File: config.mk
export PLATFORM = sky130hd
export DESIGN_NAME = multi_delay_timer
export DESIGN_NICKNAME = d
export VERILOG_FILES = /design/src/rtl/multi_delay_timer.sv
export SDC_FILE = /design/constraint.sdc
export NUM_CORES = 1
export LEC_CHECK = 0
export ABC_AREA = 1
export CORE_AREA = 2 2 147 178
export DETAILED_ROUTE_END_ITERATION = 8
export DIE_AREA = 0 0 149 180
export GPL_TIMING_DRIVEN = 0
export PLACE_DENSITY = 0.72
export SYNTH_ARGS = -nofsm -noshare
export SYNTH_HDL_FRONTEND = slang
export SYNTH_SLANG_ARGS = --single-unit
File: constraint.sdc
create_clock -name clk -period 2 [get_ports clk]
set_input_delay 0.4 -clock clk [delete_from_list [all_inputs] [get_ports clk]]
set_output_delay 0.4 -clock clk [all_outputs]
set_load 0.02 [all_outputs]
File: src/rtl/multi_delay_timer.sv
// Multi-channel programmable delay timer: per-channel period/mode, run/stop control,
// registered terminal pulse, run flag and sticky invariant-violation flag.
module multi_delay_timer #(
  parameter int NCH       = 4,
  parameter int CBITS     = 19,
  parameter int DEFAULT_N = 400000,
  localparam int CHW      = (NCH > 1) ? $clog2(NCH) : 1
) (
  input  logic             clk,
  input  logic             rst,
  input  logic             cfg_we,
  input  logic [CHW-1:0]   cfg_ch,
  input  logic [CBITS-1:0] cfg_period,
  input  logic             cfg_oneshot,
  input  logic [NCH-1:0]   start,
  input  logic [NCH-1:0]   stop,
  output logic [NCH-1:0]   sig,
  output logic [NCH-1:0]   flg,
  output logic [NCH-1:0]   err,
  output logic             busy
);

  // state  | meaning
  // S_IDLE | channel stopped, counter held, config writes apply directly
  // S_RUN  | channel counting towards P_act, config writes go to the shadow
  typedef enum logic {S_IDLE, S_RUN} state_t;

  localparam logic [CBITS-1:0] P_RST = CBITS'(DEFAULT_N);

  state_t           state_q [NCH];
  state_t           state_d [NCH];
  logic [CBITS-1:0] cnt_q   [NCH];
  logic [CBITS-1:0] cnt_d   [NCH];
  logic [CBITS-1:0] p_act_q [NCH];
  logic [CBITS-1:0] p_act_d [NCH];
  logic [CBITS-1:0] p_sh_q  [NCH];
  logic [CBITS-1:0] p_sh_d  [NCH];
  logic [NCH-1:0]   m_act_q, m_act_d;
  logic [NCH-1:0]   m_sh_q, m_sh_d;
  logic [NCH-1:0]   pend_q, pend_d;
  logic [NCH-1:0]   sig_q, sig_d;
  logic [NCH-1:0]   err_q, err_d;
  logic             busy_q, busy_d;

  always_comb begin
    busy_d = 1'b0;
    for (int i = 0; i < NCH; i++) begin
      state_d[i] = state_q[i];
      cnt_d[i]   = cnt_q[i];
      p_act_d[i] = p_act_q[i];
      p_sh_d[i]  = p_sh_q[i];
      m_act_d[i] = m_act_q[i];
      m_sh_d[i]  = m_sh_q[i];
      pend_d[i]  = pend_q[i];
      sig_d[i]   = 1'b0;
      err_d[i]   = err_q[i] | ((state_q[i] == S_RUN) && (cnt_q[i] > p_act_q[i]));

      case (state_q[i])
        S_IDLE: begin
          if (start[i]) begin
            state_d[i] = S_RUN;
            cnt_d[i]   = '0;
          end
        end
        S_RUN: begin
          if (stop[i]) begin
            state_d[i] = S_IDLE;
            cnt_d[i]   = '0;
          end else if (start[i]) begin
            cnt_d[i] = '0;
          end else if (cnt_q[i] == p_act_q[i]) begin
            sig_d[i] = 1'b1;
            cnt_d[i] = '0;
            if (pend_q[i]) begin
              p_act_d[i] = p_sh_q[i];
              m_act_d[i] = m_sh_q[i];
              pend_d[i]  = 1'b0;
            end
            // one-shot decision uses the mode that governed the period just ended
            if (m_act_q[i]) state_d[i] = S_IDLE;
          end else begin
            cnt_d[i] = cnt_q[i] + CBITS'(1);
          end
        end
        default: state_d[i] = S_IDLE;
      endcase

      // out-of-range cfg_ch zero-extends to a value no channel index matches
      if (cfg_we && (int'(cfg_ch) == i)) begin
        if ((state_q[i] == S_IDLE) && !start[i]) begin
          p_act_d[i] = cfg_period;
          m_act_d[i] = cfg_oneshot;
          pend_d[i]  = 1'b0;
        end else begin
          p_sh_d[i] = cfg_period;
          m_sh_d[i] = cfg_oneshot;
          pend_d[i] = 1'b1;
        end
      end

      busy_d = busy_d | (state_d[i] == S_RUN);
    end
  end

  always_ff @(posedge clk) begin
    if (rst) begin
      for (int i = 0; i < NCH; i++) begin
        state_q[i] <= S_IDLE;
        cnt_q[i]   <= '0;
        p_act_q[i] <= P_RST;
        p_sh_q[i]  <= P_RST;
      end
      m_act_q <= '0;
      m_sh_q  <= '0;
      pend_q  <= '0;
      sig_q   <= '0;
      err_q   <= '0;
      busy_q  <= 1'b0;
    end else begin
      for (int i = 0; i < NCH; i++) begin
        state_q[i] <= state_d[i];
        cnt_q[i]   <= cnt_d[i];
        p_act_q[i] <= p_act_d[i];
        p_sh_q[i]  <= p_sh_d[i];
      end
      m_act_q <= m_act_d;
      m_sh_q  <= m_sh_d;
      pend_q  <= pend_d;
      sig_q   <= sig_d;
      err_q   <= err_d;
      busy_q  <= busy_d;
    end
  end

  always_comb begin
    for (int i = 0; i < NCH; i++) flg[i] = (state_q[i] == S_RUN);
  end

  assign sig  = sig_q;
  assign err  = err_q;
  assign busy = busy_q;

endmodule
Word-level counts from Yosys, hierarchy flattened
Memories as Yosys holds them, arrays and structs flattened.
Cells that the tools add are included.
{ "op_classes": {"order_cmp": 4, "n_reduce_logical": 37, "muxes": 155, "n_addsub": 4, "n_eq_ne": 15, "bitwise_logic": 31} }
{ "ops": {"columns": ["op", "count"], "rows": [
  ["$mux W19", 64],
  ["$pmux W19 S2", 4],
  ["$mux W1", 83],
  ["$add A19 B1 Y19 const B", 4],
  ["$eq A19 B19 Y1", 4],
  ["$gt A19 B19 Y1", 4],
  ["$or A1 B1 Y1", 23],
  ["$ne A2 B1 Y1 const B", 8],
  ["$reduce_and A4 Y1", 4],
  ["$reduce_bool A2 Y1", 8],
  ["$reduce_or A4 Y1", 4],
  ["$logic_and A1 B1 Y1", 12],
  ["$not A1 Y1", 8],
  ["$pmux W1 S2", 4],
  ["$reduce_and A2 Y1", 4],
  ["$eq A2 B2 Y1 const B", 2],
  ["$logic_not A1 Y1", 4],
  ["$eq A2 B1 Y1 const B", 1],
  ["$logic_not A2 Y1", 1]
]} }
{ "word_totals": {"ram_bits": 232, "ff_bits": 21, "inputBits": 33, "mem_count": 4, "output_inout_bits": 13} }
{ "mem_list": {"columns": ["name", "depth", "word_bits", "rd", "rd_clocked_by_memory_dff", "write_ports", "line", "rtl"], "rows": [
  ["cnt_q", 4, 19, 4, 0, 4, "32", "logic [CBITS-1:0] cnt_q [NCH];"],
  ["p_act_q", 4, 19, 4, 0, 4, "34", "logic [CBITS-1:0] p_act_q [NCH];"],
  ["p_sh_q", 4, 19, 4, 0, 4, "36", "logic [CBITS-1:0] p_sh_q [NCH];"],
  ["state_q", 4, 1, 4, 0, 4, "30", "state_t state_q [NCH];"]
]} }

Logic depth before layout (Yosys ltp)
Gate-level depths: netlist (run 1).
{ "depth": {"word_depth": 8, "depth_mapped": 13} }

Worst setup path after synthesis (run 1)
OpenSTA, ideal clock, no wires.
{ "synth_timing": {"kind": "register -> register", "start": "mem p_act_q[2][14]", "end": "mem p_act_q[2][16]", "slack_ns": 0.259, "arrival_ns": 1.632, "path_stages_with_launch": 13, "path_buffers": 1, "synth_period_minus_slack_ns": 1.741, "path_cell_list": "dfxtp_1 inv_1 ha_1 nand2_1 nor2_1 nand3_1 nor2_4 nand3_2 buf_2 nand2_1 nand3_1 nand2_1 inv_1"} }
{ "synth_rtl": {"columns": ["element", "line"], "rows": [
  ["start: declaration", "34"]
]} }

==> metrics list, run 1 <==
* Register-to-register path setup slack: around 0.066 ns
- Topmost layer with routed signal wires: met4
* Final worst path period share: around 97%
- Measured in cells, the most critical reg-to-reg path has a length of 11.
* Area share of the largest cell type after synthesis: ~37%
* Initial DRT Pass Iterations: 8
* Clock Skews: 0.00865 ns
- Cells fill about 64% of the core in the end.
* Highest net fanout along the worst path: 5
- FF-to-FF Start: p_act_q[0][12]$_SDFF_PP1_
- After global routing the overflow that remains totals 0.
* Net load switching power: about 2.9 mW
- Area Growth Syn to Fin: 18.7%
- Slew at the pin closest to its max-slew limit: about 0.9 ns
* Type of destination of the critical path: flop
- Entering global routing, the biggest net connects 15 pins.
- Post-place setup slack: -0.614 ns
- RSZ-0062 raised after global routing: yes
- Leakage power summed over all cells: approximately 7.3 nW
- The count of final hold-check violations was 0.
- CTS buffer count: 27
* Biggest area contributors in the synthesized netlist: dfxtp_1 (37%), nand2_1 (12%), inv_1 (8.4%)
* Vias: about 13,000
- WL final: slightly below 40 mm
- Among all flip-flop cells after synthesis, the most frequent one is dfxtp_1.
* Fraction of power consumed by sequential logic: 45.3%
- Of the total power, combinational logic draws approximately 9.0%.
- The netlist uses 41 different library cells.
- Core Footprint: 25,100 µm²
* Final layout net count: around 2,200
- Once the floorplan was initialized, standard cells occupied 53.9% of the core.
- DRT met1 WL: around 16 mm
- Total nets after synthesis: around 2,100
* Detail-routed via count per cell: 5.35
- Detail Route met3 WL: 1.84 mm
- Worst skew pair latency: 0.54 ns
- Post-synthesis cell area: about 14,000 µm²
* Part of the Yosys area used for sequential elements: around 37%
- For this run, asynchronously set or reset flops after synthesis account for 0%.
- Synth Instances: 1,961
- Switching share of total power: 25.1%
- Final setup margin: around 0.066 ns
- In this run, synthesis produced a sequential element count of 253.
* Number of nets with antenna violations after detailed routing: 0
* Max Slew Vio Count: 0
- Ys Warns: 0
* Via count of the first global-routing pass: 12,000
* GP Congestion: 0.874
* Clk network pwr share: a little under half
- The initial antenna violation count came to 0.
* Ratio of cells with drive above 1 in the final layout: between 10% and 20%
- Data required time of the worst path: 2.47 ns
* Die boundary height: between 150 and 200 µm
* Int Power: just under 9 mW
* Worst vdd ir: slightly below 0.6 mV
- Across the run, the number of max-cap violations was 0.
- Data arrival time of the critical path: between 2 and 2.5 ns
- Worst setup path class: flop to flop
* Input/output buffers: 44
- A synthesized cell averages 6.92 µm².
- Worst-case clock buffer depth: 3
- Endpoint of the worst register-to-register path: p_act_q[0][16]$_SDFF_PP0_
- Clock tree from TritonCTS: built
- In this run the horizontal extent of the chip is between 100 and 150 µm.
- For this design the ratio of total power to cell area is 720 nW/µm².
- Headroom to the max-slew limit came out at 41.4%.
* Nature of the critical path startpoint: flop
- Clock tree synthesis selected as its root buffer the cell clkbuf_16.
- Derived from the worst setup path, the maximum achievable clock frequency is between 500 and 600 MHz.
- Most frequent cell after synthesis: nand2_1
- After routing, the total negative slack on setup checks comes to 0 ns.
- The detailed router finished its first iteration with roughly 840 violations.
- Post-synthesis cell type with the largest combined area: dfxtp_1
- After clock tree synthesis, the clock-pin slew on the worst setup and hold paths is approximately 0.070 ns.
* Maximum level of the CTS H-tree: 1
* Hold Path Stages: 4
- After detailed routing, the number of remaining DRC violations is 0.
- The first global-routing pass estimated around 60 mm of wire.
* Most numerous cell types in the synthesized netlist: nand2_1 (432), inv_1 (305), dfxtp_1 (253)
- Clock tree synthesis found a total of 253 sinks.
- After layout, the minimum clock period comes to 1.93 ns.
- Once detailed placement completed, the half-perimeter wirelength came to about 28 mm.
* Endpoint with the worst hold slack: state_q[2]$_SDFF_PP0_
* Die Footprint: ~27,000 µm²
* Routed wl met2: around 19 mm
* Number of enable-type register cells in the synthesized netlist: 0
- Pin placement for this block handled 46 I/O pins.
* Worst min-delay path class: input port to flop
- In this run the core area contains 64 standard-cell rows.
- The run finished with clean final reports.
- Setup violations remaining at the end of the flow were counted as 0.
- The worst hold path begins at rst.
- Hold repair after CTS inserted 0 buffers.
- GRT Total Usage: between 20% and 30%
* Average wire per standard cell: ~16 µm
==> critical path: stages (launching register included) <==
cell	delay, ns
dfxtp_1	0.34
inv_1	0.05
ha_1	0.29
nand2_1	0.09
nor2_4	0.16
nand3_4	0.11
nor2_8	0.20
nand3_4	0.16
buf_2	0.22
nand2_1	0.08
nand2_1	0.05
a21oi_1	0.12
==> power groups by stage <==
| stage | clock network [mW] | logic [mW] | registers [mW] |
|---|---|---|---|
| 3_5_place_dp | 0 | 0.943 | 5.35 |
| 5_1_grt | 5.57 | 1.14 | 5.26 |
| 2_1_floorplan | 0 | 0.580 | 5.34 |
| 3_3_place_gp | 0 | 0.928 | 5.35 |
| 6_report | 5.30 | 1.04 | 5.25 |
| 4_1_cts | 5.35 | 0.954 | 5.24 |
==> kinds of logic after synthesis <==
family / Yosys count / share of synthesized area, %
and+or+nand+nor: 825 / 27.3
buffers and inverters: 396 / 11.6
AOI/OAI and AO/OA: 379 / 14.6
DFF: 253 / 37.3
adders and majority gates: 80 / 7.38
xor gates and xnor gates: 28 / 1.81
==> what timing repair did <==
action / in CTS / in global routing
hold endpoints to repair: 0 / 0
pin swaps: 4 / 20
gates resized for setup: 12 / 93
endpoints found under the setup margin: 71 / 132
buffers inserted: 6 / 23
cloned: 0 / 11
==> through the flow <==
stage                     hold slack, ns  power (mW)  instances  area (µm²)
after floorplan                    0.430        5.92       1961       13600
after global placement             0.441        6.28       2335       14400
after detailed placement           0.446        6.30       2335       14400
after CTS                          0.216        11.5       2390       15400
after global routing               0.283        12.0       2424       16100
final                              0.255        11.6       2425       16100
==> flip-flops by register name (all words and copies together), names as in the netlist <==
signal and count:
cnt_q 76, p_act_q 76, p_sh_q 76, err 4, m_act_q 4, m_sh_q 4
pend_q 4, sig 4, state_q 4, busy 1
==> final cells by class <==
| type | count | area, µm² |
|---|---|---|
| antenna | 1 | 2.50 |
| buffer | 79 | 440 |
| clock buffer | 37 | 793 |
| clock inverter | 12 | 153 |
| fill | 2270 | 9040 |
| inverter | 317 | 1190 |
| multi-input combinational | 1315 | 7250 |
| sequential | 253 | 5080 |
| tap | 330 | 413 |
| timing repair buffer | 81 | 776 |
==> worst max-delay path by stage <==
| stage | startpoint | end | cells past startpoint |
|---|---|---|---|
| 2_1_floorplan | p_act_q[2][14]$_SDFF_PP0_ | p_act_q[2][16]$_SDFF_PP0_ | 12 |
| 3_3_place_gp | cfg_ch[0] | p_sh_q[1][13]$_SDFFE_PP0P_ | 9 |
| 3_5_place_dp | cfg_ch[0] | p_sh_q[1][13]$_SDFFE_PP0P_ | 9 |
| 4_1_cts | p_act_q[3][18]$_SDFF_PP1_ | p_act_q[3][6]$_SDFF_PP0_ | 11 |
| 5_1_grt | p_act_q[2][12]$_SDFF_PP1_ | p_act_q[2][5]$_SDFF_PP0_ | 12 |
| 6_report | p_act_q[0][12]$_SDFF_PP1_ | p_act_q[0][16]$_SDFF_PP0_ | 11 |
==> per-layer routing <==
layer / GRT usage [%] / vias to the layer above
li1: - / 6554
met1: 33.7 / 5954
met2: 50.0 / 372
met3: 3.07 / 101
met4: 7.77 / 0
met5: 0 / -
==> cells in the final DEF (no fill, tap or decap), types with 7 or more instances in the layout <==
cell type / netlist / layout
nand4_1: 72 / 72
nor3_1: 32 / 31
buf_6: 5 / 14
buf_4: 7 / 34
o21ai_1: 17 / 17
clkbuf_8: 0 / 8
nor2_1: 162 / 152
o211ai_1: 13 / 13
inv_1: 305 / 304
clkbuf_16: 0 / 30
ha_1: 80 / 71
xor2_1: 20 / 20
a21oi_1: 191 / 190
nand3_2: 5 / 7
nand2_2: 4 / 12
clkbuf_1: 45 / 47
ha_4: 0 / 9
nand3_1: 75 / 71
o21ai_0: 145 / 143
nor2_2: 14 / 15
dfxtp_1: 253 / 240
buf_2: 20 / 16
xnor2_1: 8 / 8
nor2_4: 8 / 18
nand2_1: 432 / 422
inv_2: 10 / 11
clkdlybuf4s50_1: 0 / 40
dfxtp_2: 0 / 13
Power figures use the tool's default switching activity.
==> run 2, diff against run 1 <==
ABC_AREA = 0   (was 1)
CORE_AREA = 2 2 140 169   (was 2 2 147 178)
DIE_AREA = 0 0 142 171   (was 0 0 149 180)
GPL_ROUTABILITY_DRIVEN = 0   (was not set)
==> run 2 against run 1 <==
  * The run now ends with negative setup slack left
  * Design area down 6.3%
  * Setup slack worse by 0.25 ns
  * Clock skew up 0.0098 ns
  * Routed wire length down 8.9%
  * Clock-buffer cell count down 1
  * Final cell count down 21%
  * Fmax down 11%
  * Area after synthesis down 9.1%
  * Via count down 14%
  * First-iteration DRC count up 5.4%
  * Critical path depth down 4
  * Critical endpoint is now busy$_SDFF_PP0_
==> metrics list, run 2 <==
- Outcome: finished with violations
* Violations in the final reports: negative setup slack
- TritonCTS built the clock tree.
- Slew at the pin closest to its max-slew limit: 0.739 ns (-0.140 ns)
- Vias: 11,100 (-14%)
- The sequential area share after synthesis was 41.1% (+3.8 points).
- Largest net degree at the start of global routing: 15 (unchanged)
- Most common library cell in the layout ignoring fill and taps: nand2_1
* Core Footprint: 22,800 µm² (-9.2%)
- Avg Synthesized Cell Area: 8.15 µm² (+18%)
- The final HPWL from detailed placement was 23.8 mm (-14%).
* Highest net fanout along the worst path: 3 (-2)
* Post-place setup slack: -1.40 ns (-0.787 ns)
- Initial antenna violation count: 0 (unchanged)
* Area share of the largest cell type after synthesis: 41.1% (+3.8 points)
- Nature of the critical path startpoint: flop
* Area Growth Syn to Fin: 22.5%
- Endpoint of the worst register-to-register path: busy$_SDFF_PP0_
- The total of warnings raised by yosys was 0 (unchanged).
* GRT Total Usage: 28.0% (+0.57 points)
* Most numerous cell types in the synthesized netlist: nand2_1 (295), dfxtp_1 (253), nor2_1 (178)
- Register-to-register path setup slack: -0.18 ns (-0.25 ns)
- WL final: 35.0 mm (-8.9%)
- Hold Path Stages: 2 (-2)
- Synth Instances: 1,512 (-23%)
- The mean number of vias per cell is 5.82 (+8.6%).
* TritonCTS Sinks: 253 (unchanged)
* Largest registers: cnt_q: 76 flops, p_act_q: 76 flops, p_sh_q: 76 flops
- The clock buffer count from CTS was 26 (-3.7%).
- Row Count: 61 (-4.7%)
* Cells along the critical path: inv_2 > ha_4 > nand4_4 > nor4_4 > nand2_2 > o31a_1 > or4_4
- Slew margin rel.: 50.5% (+9.1 points)
* Final number of hold-violating endpoints: 0 (unchanged)
- The number of search-and-repair iterations in the first detailed-routing pass is 7 (-1).
- Post-synthesis cell area: 12,300 µm² (-9.1%)
- Clock input transition at the sequential cells of the worst setup and hold paths: 0.06 ns (about the same)
- The max-slew violation count is 0 (unchanged).
- The placed standard-cell area is 13,000 µm² (-9.8%).
- The die outline area was 24,300 µm² (-9.5%).
- For hold timing, the worst endpoint is cnt_q[0][18]$_SDFFE_PP0N_.
* FF-to-FF Start: p_act_q[1][16]$_SDFF_PP0_
- Number of maximum-capacitance violations: 0 (unchanged)
- Final layout net count: 1,727 (-21%)
- Share of flip-flops with an asynchronous set or reset after synthesis: 0% (unchanged)
- The setup path with the least slack is of type flop to flop.
- The number of storage elements in the synthesis netlist is 253 (unchanged).
* Width of the chip: 142 µm (-4.7%)
- Design Power: 11.2 mW (-2.9%)
- Overflow left after global routing: 0 (unchanged)
* Finished Core Util: 66.1% (+2.1 points)
- Worst skew pair latency: 0.55 ns (about the same)
* Final setup margin: -0.180 ns (-0.246 ns)
- Input/output buffers: 30 (-32%)
- The number of nets still failing antenna checks after routing was 0 (unchanged).
- The net count after synthesis was 1,625 (-22%).
- The count of pins on the block boundary came to 46 (unchanged).
* Via count of the first global-routing pass: 10,500 (-12%)
- Data required time of the worst path: 2.41 ns (-0.06 ns)
- Setup TNS Final: -3.96 ns (-3.96 ns)
- The critical path starts at p_act_q[1][16]$_SDFF_PP0_.
- Setup repair after global routing could not meet its margin everywhere.
* Final number of setup-violating endpoints: 61 (+61)
- The reported leakage power was 6.14 nW (-16%).
* Peak per-stage delay on the critical path: 0.55 ns (+0.21 ns)
* Worst hold start: start[0]
* Worst-case clock buffer depth: 3 (unchanged)
* DR DRC count: 0 (unchanged)
* Number of unique standard cell types used by synthesis: 55 (+34%)
- Worst vdd ir: 0.735 mV (+25%)
* Wire length of the first global-routing pass: 54.4 mm (-9.2%)
- The data arrival time at the worst-slack endpoint came to 2.59 ns (+0.19 ns).
- The cell count of the worst reg-to-reg path was 7 (-4).
* Maximum level of the CTS H-tree: 1 (unchanged)
- For this run, the leading register cell type out of synthesis is dfxtp_1.
* Worst min-delay path class: input port to flop
* Type of destination of the critical path: flop
- In the post-synthesis netlist, the biggest area contributors are dfxtp_1 (41%), nand2_1 (9.0%), ha_1 (8.1%).
- Clock Skews: 0.0184 ns (+0.00979 ns)
* Die boundary height: 171 µm (-5.0%)
- The library cells used most frequently in the layout, excluding fill and tap cells, are nand2_1 (274), dfxtp_1 (193), nor2_1 (168).
- The count of flip-flops with a built-in enable after synthesis was 0 (unchanged).
- By instance count, the leading cell after synthesis is nand2_1.
- Ratio of cells with drive above 1 in the final layout: 20.3% (+9.4 points)
- The antenna diode count was 0 (-1).
- CTS placed an instance of clkbuf_16 at the clock tree root.
- Starting Density: 54.0% (+0.059 points)
- The initial detailed-routing violation count is 881 (+5.4%).
* Area of all placed cells without fillers: 15,100 µm² (-6.3%)
* Slowest cell on crit path: or4_4
- Fmax: 459 MHz (-11%)
* Post-synthesis cell type with the largest combined area: dfxtp_1
- Tmin final: 2.18 ns (+0.246 ns)
- The share of the clock period used by the worst path is 109% (+12 points).
* Power per cell area: 745 nW/µm² (+3.5%)
- The routed length per placed instance was 18.3 µm (+15%).
-- run 2: where the power goes --
part	total [mW]	internal [mW]	switching [mW]	leakage, nW
clock network	5.15	3.04	2.11	0.452
logic	0.852	0.292	0.561	3.62
registers	5.24	5.16	0.0837	2.07
-- run 2: timing repair --
| item | CTS | global route |
|---|---|---|
| setup endpoints to repair | 249 | 193 |
| cloned | 2 | 2 |
| resized for setup | 129 | 140 |
| pin swaps | 48 | 87 |
| hold buffers | 0 | 0 |
| setup buffers | 31 | 14 |
-- run 2: cell type report --
class                   instances  area, µm²
plain buffers                  82        465
well taps                     283        354
flip-flops and latches        253       5140
inverters                      87        327
clock buffers                  36        758
fillers                      1854       7730
clock inverters                12        153
repair buffers                 74        662
multi-input cells            1090       7230
-- run 2: worst max path at each step --
| stage | slack (ns) | to |
|---|---|---|
| 2_1_floorplan | -0.03 | busy$_SDFF_PP0_ |
| 3_3_place_gp | -1.34 | pend_q[1]$_SDFFE_PP0P_ |
| 3_5_place_dp | -1.40 | pend_q[1]$_SDFFE_PP0P_ |
| 4_1_cts | -0.15 | busy$_SDFF_PP0_ |
| 5_1_grt | -0.24 | busy$_SDFF_PP0_ |
| 6_report | -0.18 | busy$_SDFF_PP0_ |
-- run 2: cells by family after synthesis --
family	synth area share (%)
and+or+nand+nor	23.6
AOI/OAI and AO/OA	13.7
DFF	41.1
buffers and inverters	5.54
adders and majority gates	8.12
xor gates and xnor gates	4.55
muxes	3.33
-- run 2: routing by layer --
metal  vias to the layer above  GRT usage [%]  part of all wire [%]
met1                      5283           35.5                    42
met5                         -              0                     0
met2                       350           48.5                    48
met4                         0           11.4                   4.5
li1                       5423              -                     -
met3                        93           3.08                   5.8
-- run 2: worst max-delay path, delay by kind of cell, from the launching register on --
family,cells,cell delay (ns)
compound gates,1,0.31
fa+ha+maj,1,0.27
buf+inv,1,0.06
flops,1,0.36
simple gates,4,1.05
-- run 2: per-stage QoR --
step | hold slack [ns] | instances
after floorplan | 0.436 | 1512
after global placement | 0.442 | 1825
after detailed placement | 0.447 | 1825
after CTS | 0.173 | 1906
after global routing | 0.214 | 1917
final | 0.202 | 1917
==> run 3, diff against run 2 <==
GPL_TIMING_DRIVEN = not set   (was 0)
==> run 3 against run 2 <==
  * The flow still finishes with violations (negative setup slack)
  * Global-route usage rose by 0.29 points
  * Flip-flop and latch count did not move
  * Final cell count rose by 7.7%
  * Clock-buffer cell count fell by 3
  * Clock power fell by 3%
  * Core utilization rose by 7.8 points
  * Critical path depth rose by 2
  * Fmax fell by 0.84%
  * Critical endpoint is now p_act_q[3][16]$_SDFF_PP0_
  * Largest power group unchanged
==> metrics list, run 3 (synthesis results as in run 2) <==
- The final setup slack of the worst path came to -0.198 ns (-0.0184 ns).
- Slew margin rel.: 60.5% (+10 points)
* Width of the chip: 142 µm (unchanged)
- Tmin final: 2.20 ns (+0.0184 ns)
- Row Count: 61 (unchanged)
* Final number of setup-violating endpoints: 69 (+13%)
- The critical path is of the flop to flop type.
- The worst-margin pin slew came to 0.577 ns (-0.162 ns).
* Placed standard-cell area: 14,700 µm² (+13%)
- The die outline area came to 24,300 µm² (unchanged).
- Clock input transition at the sequential cells of the worst setup and hold paths: 0.06 ns (about the same)
- The clock buffer count from CTS came to 27 (+3.8%).
- The worst setup path is launched from a flop.
* Share of power burned in combinational logic: 9.0% (+1.4 points)
- Leakage power summed over all cells: 7.32 nW (+19%)
- Die boundary height: 171 µm (unchanged)
- The initial core utilization was 54.0% (unchanged).
- Top library cells by usage in the layout, fill and taps aside: nand2_1 (257), buf_4 (219), dfxtp_1 (217)
* Via count of the first global-routing pass: 11,300 (+7.7%)
- The fraction of layout instances using a drive strength above 1 came to 27.5% (+7.2 points).
- Data required time of the worst path: 2.43 ns (+0.02 ns)
* Net load switching power: 2.77 mW (+0.78%)
- The flip-flop and latch area was 5110 µm² (-0.58%).
- The total number of H-tree levels is 1 (unchanged).
- WL final: 37.5 mm (+7.0%)
- The library cell used most frequently in the layout, excluding fill and tap cells, is nand2_1.
- The sequential share of power came to 46.5% (about the same).
* Average wire per standard cell: 18.2 µm (-0.58%)
- The area of combinational cells with multiple inputs is 7390 µm² (+2.1%).
- Compared with the post-synthesis result, the final layout area differs by 37.0%.
- The part of the power in the clock network was 44.5% (-1.3 points).
- The overall routing resource usage was 28.3% (+0.29 points).
- The path class of the tightest hold or removal check is input port to flop.
- The design area is 16,900 µm² (+12%).
* Largest registers: cnt_q: 76 flops, p_act_q: 76 flops, p_sh_q: 76 flops
- Worst vdd ir: 0.625 mV (-15%)
- Number of antenna diodes: 0 (unchanged)
* Post-place setup slack: -0.240 ns (+1.16 ns)
* Core Footprint: 22,800 µm² (unchanged)
* Final layout net count: 1,875 (+8.6%)
* Largest net degree at the start of global routing: 51 (+36)
* Number of fill cells: 1,573 (-15%)
* Power per cell area: 669 nW/µm² (-10%)
* Data arrival time of the critical path: 2.63 ns (+0.04 ns)
- Number of violations reported at the end of detailed-routing iteration 0: 783 (-11%)
- STA classifies the critical path endpoint as a flop.
- The initial antenna violation count is 0 (unchanged).
- Traced cell by cell, the critical path runs through inv_2 > ha_1 > nand4_1 > nor3_2 > buf_4 > and4_4 > buf_12 > nand2_4 > a311oi_2.
* Detail-routed via count per cell: 5.81 (about the same)
- The flow ran to the end, but the final reports show violations.
- Violations in the final reports: negative setup slack
- The maximum operating frequency was 455 MHz (-0.84%).
* Max Slew Vio Count: 0 (unchanged)
* Ports placed on the boundary: 46 (unchanged)
* CTS Hold Bufs: 0 (unchanged)
* Finished Core Util: 74.0% (+7.8 points)
- DR DRC count: 0 (unchanged)
- Initial DRT Pass Iterations: 5 (-2)
- Input/output buffers: 45 (+50%)
- Buffer cell driving the clock tree root: clkbuf_16
- The first-pass GRT wire length is 55.9 mm (+2.9%).
- RSZ-0062 raised after global routing: yes
* Int Power: 8.51 mW (+0.21%)
* Number of nets with antenna violations after detailed routing: 0 (unchanged)
- The latest clock arrival within the worst-skew pair was 0.54 ns (about the same).
* Worst-case clock buffer depth: 3 (unchanged)
* Clock tree from TritonCTS: built
- The maximum single-stage delay on the critical path came to 0.34 ns (-0.21 ns).
- TritonCTS Sinks: 253 (unchanged)
* Post-Place Cells: 1,981 (+8.5%)
- The number of cells in the finished layout apart from fillers came to 2,064 (+7.7%).
* Clock Skews: 0.0193 ns (+0.000837 ns)
* Highest net fanout along the worst path: 5 (+2)
- The reported max-cap violation count was 0 (unchanged).
* HPWL after detailed placement: 24.1 mm (+1.5%)
- The count of final hold-check violations came to 0 (unchanged).
- Slowest cell on crit path: dfxtp_2
* Overflow left after global routing: 0 (unchanged)
* Vias: 12,000 (+7.6%)
- Switching share of total power: 24.6% (+0.10 points)
- Final worst path period share: 110% (+0.92 points)
run 3: power groups by stage:
stage,clock [mW],sequential [mW],combinational (mW)
2_1_floorplan,0,5.32,0.466
3_5_place_dp,0,5.34,0.906
6_report,5.02,5.25,1.01
4_1_cts,5.07,5.23,0.942
3_3_place_gp,0,5.33,0.886
5_1_grt,5.27,5.26,1.09
run 3: path summary, 6_finish.rpt:
kind / start / endpoint / slack (ns) / cells after the start
max: p_act_q[3][3]$_SDFF_PP0_ / p_act_q[3][16]$_SDFF_PP0_ / -0.20 / 9
min reg2reg: p_sh_q[2][6]$_SDFFE_PP0P_ / p_sh_q[2][6]$_SDFFE_PP0P_ / 0.46 / 2
max reg2reg: p_act_q[3][3]$_SDFF_PP0_ / p_act_q[3][16]$_SDFF_PP0_ / -0.20 / 9
min: rst / p_sh_q[2][6]$_SDFFE_PP0P_ / 0.30 / 2
run 3: area by class of cell:
class	instances	share of cell area [%]
flip-flops and latches	253	30.3
clock buffers	33	4.43
inverters	87	1.93
repair buffers	303	16.7
clock inverters	15	0.823
multi-input cells	1090	43.8
well taps	283	2.10
run 3: stage by stage:
stage	power (mW)	TNS, ns	hold slack, ns
after CTS	11.2	-0.682	0.274
after global placement	6.22	-6.19	0.442
final	11.3	-5.17	0.296
after global routing	11.6	-13.49	0.307
after detailed placement	6.24	-9.82	0.447
after floorplan	5.78	-0.0264	0.436
run 3: layer usage:
metal,track usage [%],share of wire (%),vias to the layer above
met5,0,0,-
met4,11.0,5.4,0
li1,-,-,5718
met1,35.3,41,5758
met3,3.08,4.6,129
met2,49.9,49,387
run 3: repair_timing:
item / CTS / global route
endpoints found under the setup margin: 76 / 138
resized for setup: 59 / 156
gates cloned: 3 / 13
buffers inserted: 16 / 10
pin swaps: 30 / 116
run 3: critical path: cells and delay by family, from the launching register on:
kind            cells  cell delay, ns
compound gates      1            0.30
flops               1            0.34
buf+inv             3            0.35
fa+ha+maj           1            0.26
simple gates        4            0.82
